[src/rtl/branch_predictor_pkg.sv]
// Shared constants for the fetch-stage branch predictor: datapath width,
// default table depth and the 2-bit confidence counter encodings.
package branch_predictor_pkg;

  localparam int BP_XLEN    = 32;
  localparam int BP_ENTRIES = 16;
  localparam int BP_CNT_W   = 32;

  typedef enum logic [1:0] {
    BP_SNT = 2'b00,  // strongly not taken
    BP_WNT = 2'b01,  // weakly not taken (reset value)
    BP_WT  = 2'b10,  // weakly taken (fresh allocation)
    BP_ST  = 2'b11   // strongly taken
  } ctr_e;

endpackage

[src/rtl/branch_predictor_if.sv]
// Fetch lookup, decode-stage training, control and statistics signals of
// the predictor. The pipeline side is the master, the predictor the slave.
interface branch_predictor_if
  import branch_predictor_pkg::*;
#(
  parameter int XLEN = BP_XLEN
);
  // fetch lookup
  logic [XLEN-1:0]     pcF;
  logic                pred_takenF;
  logic [XLEN-1:0]     pred_targF;
  // decode-stage resolution
  logic                upd_valid;
  logic [XLEN-1:0]     upd_pc;
  logic                upd_taken;
  logic [XLEN-1:0]     upd_target;
  logic                upd_pred_taken;
  logic [XLEN-1:0]     upd_pred_targ;
  logic                mispredictD;
  logic [XLEN-1:0]     redirect_pcD;
  // control and statistics
  logic                bp_flush;
  logic                cnt_clear;
  logic [BP_CNT_W-1:0] branch_cnt;
  logic [BP_CNT_W-1:0] mispred_cnt;

  modport master (
    output pcF, upd_valid, upd_pc, upd_taken, upd_target, upd_pred_taken,
           upd_pred_targ, bp_flush, cnt_clear,
    input  pred_takenF, pred_targF, mispredictD, redirect_pcD, branch_cnt,
           mispred_cnt
  );

  modport slave (
    input  pcF, upd_valid, upd_pc, upd_taken, upd_target, upd_pred_taken,
           upd_pred_targ, bp_flush, cnt_clear,
    output pred_takenF, pred_targF, mispredictD, redirect_pcD, branch_cnt,
           mispred_cnt
  );
endinterface

[src/rtl/branch_predictor_sat_counter2.sv]
// 2-bit saturating confidence counter next-state: step toward taken or
// not-taken, sticking at the strong ends.
module branch_predictor_sat_counter2
  import branch_predictor_pkg::*;
(
  input  logic [1:0] ctr,
  input  logic       taken,
  output logic [1:0] ctr_next
);

  // saturating increment on taken, decrement on not taken
  always_comb begin
    ctr_next = ctr;
    if (taken) begin
      if (ctr != BP_ST) ctr_next = ctr + 2'd1;
    end else begin
      if (ctr != BP_SNT) ctr_next = ctr - 2'd1;
    end
  end

endmodule

[src/rtl/branch_predictor.sv]
// Direct-mapped branch target buffer with 2-bit counters. Zero-latency
// lookup of pcF, training from decode-stage resolution, mispredict
// detection with redirect PC, and branch/mispredict statistics.
module branch_predictor
  import branch_predictor_pkg::*;
#(
  parameter int XLEN    = BP_XLEN,
  parameter int ENTRIES = BP_ENTRIES
)(
  input logic               clk,
  input logic               rst_n,
  branch_predictor_if.slave bp
);

  localparam int IDX_W = $clog2(ENTRIES);
  localparam int TAG_W = XLEN - IDX_W - 2;

  logic [ENTRIES-1:0]            valid_q;
  logic [ENTRIES-1:0][TAG_W-1:0] tag_q;
  logic [ENTRIES-1:0][XLEN-1:0]  targ_q;
  logic [ENTRIES-1:0][1:0]       ctr_q;
  logic [BP_CNT_W-1:0]           branch_q;
  logic [BP_CNT_W-1:0]           mispred_q;

  logic [IDX_W-1:0] f_idx, u_idx;
  logic [TAG_W-1:0] f_tag, u_tag;
  logic             f_hit, u_hit;
  logic [1:0]       ctr_next;

  // fetch lookup: pure combinational read of the current table
  assign f_idx = bp.pcF[IDX_W+1:2];
  assign f_tag = bp.pcF[XLEN-1:IDX_W+2];
  assign f_hit = valid_q[f_idx] && (tag_q[f_idx] == f_tag);

  assign bp.pred_takenF = f_hit & ctr_q[f_idx][1];
  assign bp.pred_targF  = bp.pred_takenF ? targ_q[f_idx] : bp.pcF + XLEN'(4);

  // resolution: correct next PC and mispredict against what travelled along
  assign u_idx = bp.upd_pc[IDX_W+1:2];
  assign u_tag = bp.upd_pc[XLEN-1:IDX_W+2];
  assign u_hit = valid_q[u_idx] && (tag_q[u_idx] == u_tag);

  assign bp.redirect_pcD = bp.upd_taken ? bp.upd_target : bp.upd_pc + XLEN'(4);
  assign bp.mispredictD  = bp.upd_valid &
                           ((bp.upd_taken != bp.upd_pred_taken) |
                            (bp.redirect_pcD != bp.upd_pred_targ));

  branch_predictor_sat_counter2 u_ctr (
    .ctr      (ctr_q[u_idx]),
    .taken    (bp.upd_taken),
    .ctr_next (ctr_next)
  );

  // table write: flush beats training; a not-taken miss leaves the table alone
  always_ff @(posedge clk or negedge rst_n) begin
    if (!rst_n) begin
      valid_q <= '0;
      tag_q   <= '0;
      targ_q  <= '0;
      for (int i = 0; i < ENTRIES; i++) ctr_q[i] <= BP_WNT;
    end else if (bp.bp_flush) begin
      valid_q <= '0;
    end else if (bp.upd_valid) begin
      if (u_hit) begin
        ctr_q[u_idx] <= ctr_next;
        if (bp.upd_taken) targ_q[u_idx] <= bp.upd_target;
      end else if (bp.upd_taken) begin
        valid_q[u_idx] <= 1'b1;
        tag_q[u_idx]   <= u_tag;
        targ_q[u_idx]  <= bp.upd_target;
        ctr_q[u_idx]   <= BP_WT;
      end
    end
  end

  // statistics: clear wins over a same-cycle increment; both wrap naturally
  always_ff @(posedge clk or negedge rst_n) begin
    if (!rst_n) begin
      branch_q  <= '0;
      mispred_q <= '0;
    end else if (bp.cnt_clear) begin
      branch_q  <= '0;
      mispred_q <= '0;
    end else begin
      if (bp.upd_valid)   branch_q  <= branch_q + BP_CNT_W'(1);
      if (bp.mispredictD) mispred_q <= mispred_q + BP_CNT_W'(1);
    end
  end

  assign bp.branch_cnt  = branch_q;
  assign bp.mispred_cnt = mispred_q;

endmodule

[src/flat_wrapper.sv]
// flat-port wrapper written by rule: the top's interface ports become plain ports
module branch_predictor_flat import branch_predictor_pkg::*;
#(
  parameter int XLEN    = BP_XLEN,
  parameter int ENTRIES = BP_ENTRIES
)
  (clk, rst_n, bp_pcF, bp_upd_valid, bp_upd_pc, bp_upd_taken, bp_upd_target, bp_upd_pred_taken, bp_upd_pred_targ, bp_bp_flush, bp_cnt_clear, bp_pred_takenF, bp_pred_targF, bp_mispredictD, bp_redirect_pcD, bp_branch_cnt, bp_mispred_cnt);
  branch_predictor_if #(.XLEN(XLEN)) bp_i ();
  input logic clk;
  input logic rst_n;
  input wire logic [$bits(bp_i.pcF)-1:0] bp_pcF;
  input wire logic [$bits(bp_i.upd_valid)-1:0] bp_upd_valid;
  input wire logic [$bits(bp_i.upd_pc)-1:0] bp_upd_pc;
  input wire logic [$bits(bp_i.upd_taken)-1:0] bp_upd_taken;
  input wire logic [$bits(bp_i.upd_target)-1:0] bp_upd_target;
  input wire logic [$bits(bp_i.upd_pred_taken)-1:0] bp_upd_pred_taken;
  input wire logic [$bits(bp_i.upd_pred_targ)-1:0] bp_upd_pred_targ;
  input wire logic [$bits(bp_i.bp_flush)-1:0] bp_bp_flush;
  input wire logic [$bits(bp_i.cnt_clear)-1:0] bp_cnt_clear;
  output wire logic [$bits(bp_i.pred_takenF)-1:0] bp_pred_takenF;
  output wire logic [$bits(bp_i.pred_targF)-1:0] bp_pred_targF;
  output wire logic [$bits(bp_i.mispredictD)-1:0] bp_mispredictD;
  output wire logic [$bits(bp_i.redirect_pcD)-1:0] bp_redirect_pcD;
  output wire logic [$bits(bp_i.branch_cnt)-1:0] bp_branch_cnt;
  output wire logic [$bits(bp_i.mispred_cnt)-1:0] bp_mispred_cnt;
  assign bp_i.pcF = bp_pcF;
  assign bp_i.upd_valid = bp_upd_valid;
  assign bp_i.upd_pc = bp_upd_pc;
  assign bp_i.upd_taken = bp_upd_taken;
  assign bp_i.upd_target = bp_upd_target;
  assign bp_i.upd_pred_taken = bp_upd_pred_taken;
  assign bp_i.upd_pred_targ = bp_upd_pred_targ;
  assign bp_i.bp_flush = bp_bp_flush;
  assign bp_i.cnt_clear = bp_cnt_clear;
  assign bp_pred_takenF = bp_i.pred_takenF;
  assign bp_pred_targF = bp_i.pred_targF;
  assign bp_mispredictD = bp_i.mispredictD;
  assign bp_redirect_pcD = bp_i.redirect_pcD;
  assign bp_branch_cnt = bp_i.branch_cnt;
  assign bp_mispred_cnt = bp_i.mispred_cnt;
  branch_predictor #(.XLEN(XLEN), .ENTRIES(ENTRIES)) u_core (.clk(clk), .rst_n(rst_n), .bp(bp_i));
endmodule
[config.mk]
export PLATFORM = sky130hd
export DESIGN_NAME = branch_predictor_flat
export DESIGN_NICKNAME = d
export VERILOG_FILES = /design/src/rtl/branch_predictor_pkg.sv /design/src/rtl/branch_predictor_if.sv /design/src/rtl/branch_predictor_sat_counter2.sv /design/src/rtl/branch_predictor.sv /design/src/flat_wrapper.sv
export SDC_FILE = /design/constraint.sdc
export NUM_CORES = 2
export LEC_CHECK = 0
export ABC_AREA = 1
export CORE_AREA = 4 4 395 397
export CTS_BUF_LIST = sky130_fd_sc_hd__clkbuf_4 sky130_fd_sc_hd__clkbuf_8
export DETAILED_ROUTE_END_ITERATION = 16
export DIE_AREA = 0 0 399 401
export GPL_TIMING_DRIVEN = 0
export PLACE_DENSITY = 0.51
export SETUP_SLACK_MARGIN = 0.4
export SLEW_MARGIN = 20
export SYNTH_ARGS = -nofsm -noshare
export SYNTH_HDL_FRONTEND = slang
export SYNTH_SLANG_ARGS = --single-unit
[constraint.sdc]
create_clock -name clk -period 3.9 [get_ports clk]
set_input_delay 0.78 -clock clk [delete_from_list [all_inputs] [get_ports clk]]
set_output_delay 0.78 -clock clk [all_outputs]
set_load 0.005 [all_outputs]
==> results.md <==
- Outcome: finished with violations
- Violated checks: setup timing
- Fillcell total: 15440
- Pin count of the biggest net entering global routing: 142
- Crit path DAT: 3.74 ns
- Synth top area share: 44.5%
- First-pass GRT wire length: 499000 um
- Setup violations, final: 34
- Port Buffers: around 230
- Cells after Synth: roughly 8000
- Core Util, Final: roughly 48%
- Number of synthesized flops with an enable pin: 0
- Top-count cell post-synth: nand2_1
- Max Cap Violations: 0
- Wire length per cell: 34.1 um
- Gr ovfl total: 0
- Drt first pass iters: 8
- HP Class: input pin to flop
- Nets@finish: between 8000 and 9000
- Tot Pwr: 32.6 mW
- Syn-to-layout area delta: 27.5%
- Die footprint: 160000 um2
- Fin. max-slew vios: 0
- CTS clk-pin slew, worst paths: approximately 0.060 ns
- Chip width: about 400 um
- Sink Count: about 1000
- Worst skew pair latency: 1.00 ns
- H-tree depth: 4
- Detailed-route via count: 65309
- Fin crit share: 116%
- Worst-margin pin slew: approximately 1.4 ns
- Mapped Area: between 50000 and 60000 um2
- RSZ-0062 raised after global routing: yes
- Rel. slew slack: 9.73%
- Min setup slack post-route: -0.624 ns
- Worst-path cell chain: buf_12, buf_12, buf_8, buf_6, o211ai_1, nand3_1, nand3_4, nand2_1, nand2_1, nand2_2, nand2_1, nor2_2, nand3_4, nor2_4, buf_12, clkinvlp_4, buf_6, buf_12, nand2_4, nand2_1, buf_2
- DRC viols: 0
- Die height: 401 um
- Initial drt markers: 9700
- Unique cell type count in the Yosys netlist: 52
- Yosys warns: 0
- Antenna Nets Post-Route: 0
- Post-Route WL: 370000 um
- Lkg Pwr: roughly 35 nW
- HPWL after DPL: 264000 um
- Main flop type after synthesis: dfrtp_1
- CP Class: input pin to output pin
- Final Skew: 0.0501 ns
- Initial antenna violation count: 36
- Share of layout cells above drive strength 1: 17.8%
- Largest fanout on the critical path: 10
- Synth area leaders: dfrtp_1, nand2_1, o21ai_0
- Clock Root Buffer: clkbuf_8
- Post-synth top cells: nand2_1, o21ai_0, dfrtp_1, inv_1, a21oi_1
- Syn Area/Cell: 7.18 um2
- Sequential element share of the synthesized area: 45.2%
- Total GRT Usage: 44.8%
- TritonCTS Buffers: 195
- Max Buffers Root-to-Sink: 3
- Critical path's slowest cell: buf_6
- CP peak stage delay: 0.26 ns
- Seq cells post-synth: ~1000
- Vias per inst: between 6 and 7
- Final hold violations: 0
- GP Congestion: 1.06
- Maximum clock frequency: between 200 and 250 MHz
- Placement Rows: 143
- CTS tree: yes
- Post-synth top area cell: dfrtp_1
- Required @ worst endpoint: approximately 3.1 ns
- PwrDens: 444 nW/um2
- Starting Density: 37.9%
- Final Critical Period: 4.52 ns
- Synth Net Count: 8172
- Vias in the first global route: 60597
- Worst setup SP type: input pin
- Synth async-reset ratio: 100%
- Worst setup EP type: output pin
- IO Pins: roughly 270
- Core area: 152000 um2
- VDD IR max: approximately 0.31 mV
==> flip-flops by register name (all words and copies together) (netlist names) <==
signal,count
u_core.bp.branch_cnt,32
u_core.bp.mispred_cnt,32
u_core.ctr_q,32
u_core.tag_q,416
u_core.targ_q,512
u_core.valid_q,16
==> cells in the final DEF, fill, tap and decap left out, types with 64 or more instances in the layout <==
cell type,instances
buf_4,165
o21ai_1,300
a21oi_1,684
clkbuf_2,96
clkbuf_4,119
nor2_1,554
buf_2,127
nand2_2,101
inv_1,747
clkbuf_8,274
clkdlybuf4s50_1,144
nand3_1,342
clkbuf_1,92
o21ai_0,1009
dfrtp_1,1023
nand2_1,1985
buf_6,112
buf_12,64
==> power breakdown <==
group | internal [mW] | switching, mW
Sequential | 12.4 | 0.914
Combinational | 2.19 | 4.72
Clock | 6.83 | 5.58
Total | 21.4 | 11.2
==> layout make-up <==
cell class	count	area [um2]	area share (%)
Antenna cell	27	67.6	0.0919
Buffer	568	4910	6.69
Clock buffer	306	3820	5.19
Clock inverter	46	606	0.824
Inverter	839	3260	4.43
Multi-Input combinational cell	5583	27900	37.9
Sequential cell	1040	26000	35.4
Tap cell	2030	2540	3.46
Timing Repair Buffer	412	4390	5.97
==> cell families after synthesis <==
logic type,count (synthesis),synth area share (%)
adder cells (fa/ha/maj),7,0.152
AO/OA/AOI/OAI,2193,19.8
buffers and inverters,1407,10.4
flip-flops,1040,45.2
XOR/XNOR,58,0.881
AND/OR/NAND/NOR,3325,23.5
==> final timing paths <==
path	start	endpoint	slack (ns)	depth (start not counted)
max	bp_pcF[2]	bp_pred_targF[0]	-0.62	21
min	bp_upd_target[22]	u_core.targ_q[470]	0.24	3
max reg2reg	u_core.tag_q[370]	u_core.tag_q[112]	0.62	18
min reg2reg	u_core.ctr_q[20]	u_core.ctr_q[20]	0.46	2
max in group asynchronous	rst_n	u_core.tag_q[22]	1.34	5
min in group asynchronous	rst_n	u_core.targ_q[325]	0.34	2
==> per-layer routing <==
metal | wire length (um) | up-vias | global-route usage (%)
li1 | - | 27342 | -
met1 | 136000 | 31701 | 55.3
met2 | 154000 | 4808 | 65.7
met3 | 46200 | 1444 | 14.8
met4 | 33300 | 14 | 31.3
met5 | 94 | - | 0
==> repair_timing <==
item | in CTS | in global routing
hold endpoints to repair | 50 | 0
buffers inserted | 111 | 37
pin swaps | 123 | 104
cloned | 8 | 3
gates resized for setup | 1325 | 467
hold buffers | 1 | 0
endpoints found under the setup margin | 1064 | 1026
==> worst max-delay path, delay by kind of cell <==
family / cells / cell delay (ns)
buffers and inverters: 9 / 1.46
AOI/OAI and AO/OA: 1 / 0.16
and+or+nand+nor: 11 / 1.29
==> metrics by stage <==
step,setup slack (ns),cell area (um2),instances,hold slack (ns),setup TNS [ns]
floorplan,0.308,57700,8030,0.440,0
global placement,-48.76,62600,10291,0.454,-
detailed placement,-4.47,63000,10312,0.456,-1803.98
CTS,-0.583,72100,10784,0.203,-16.60
global route,-0.644,73400,10827,0.267,-17.27
finish,-0.624,73500,10851,0.240,-16.52
(Power assumes the default switching activity.)
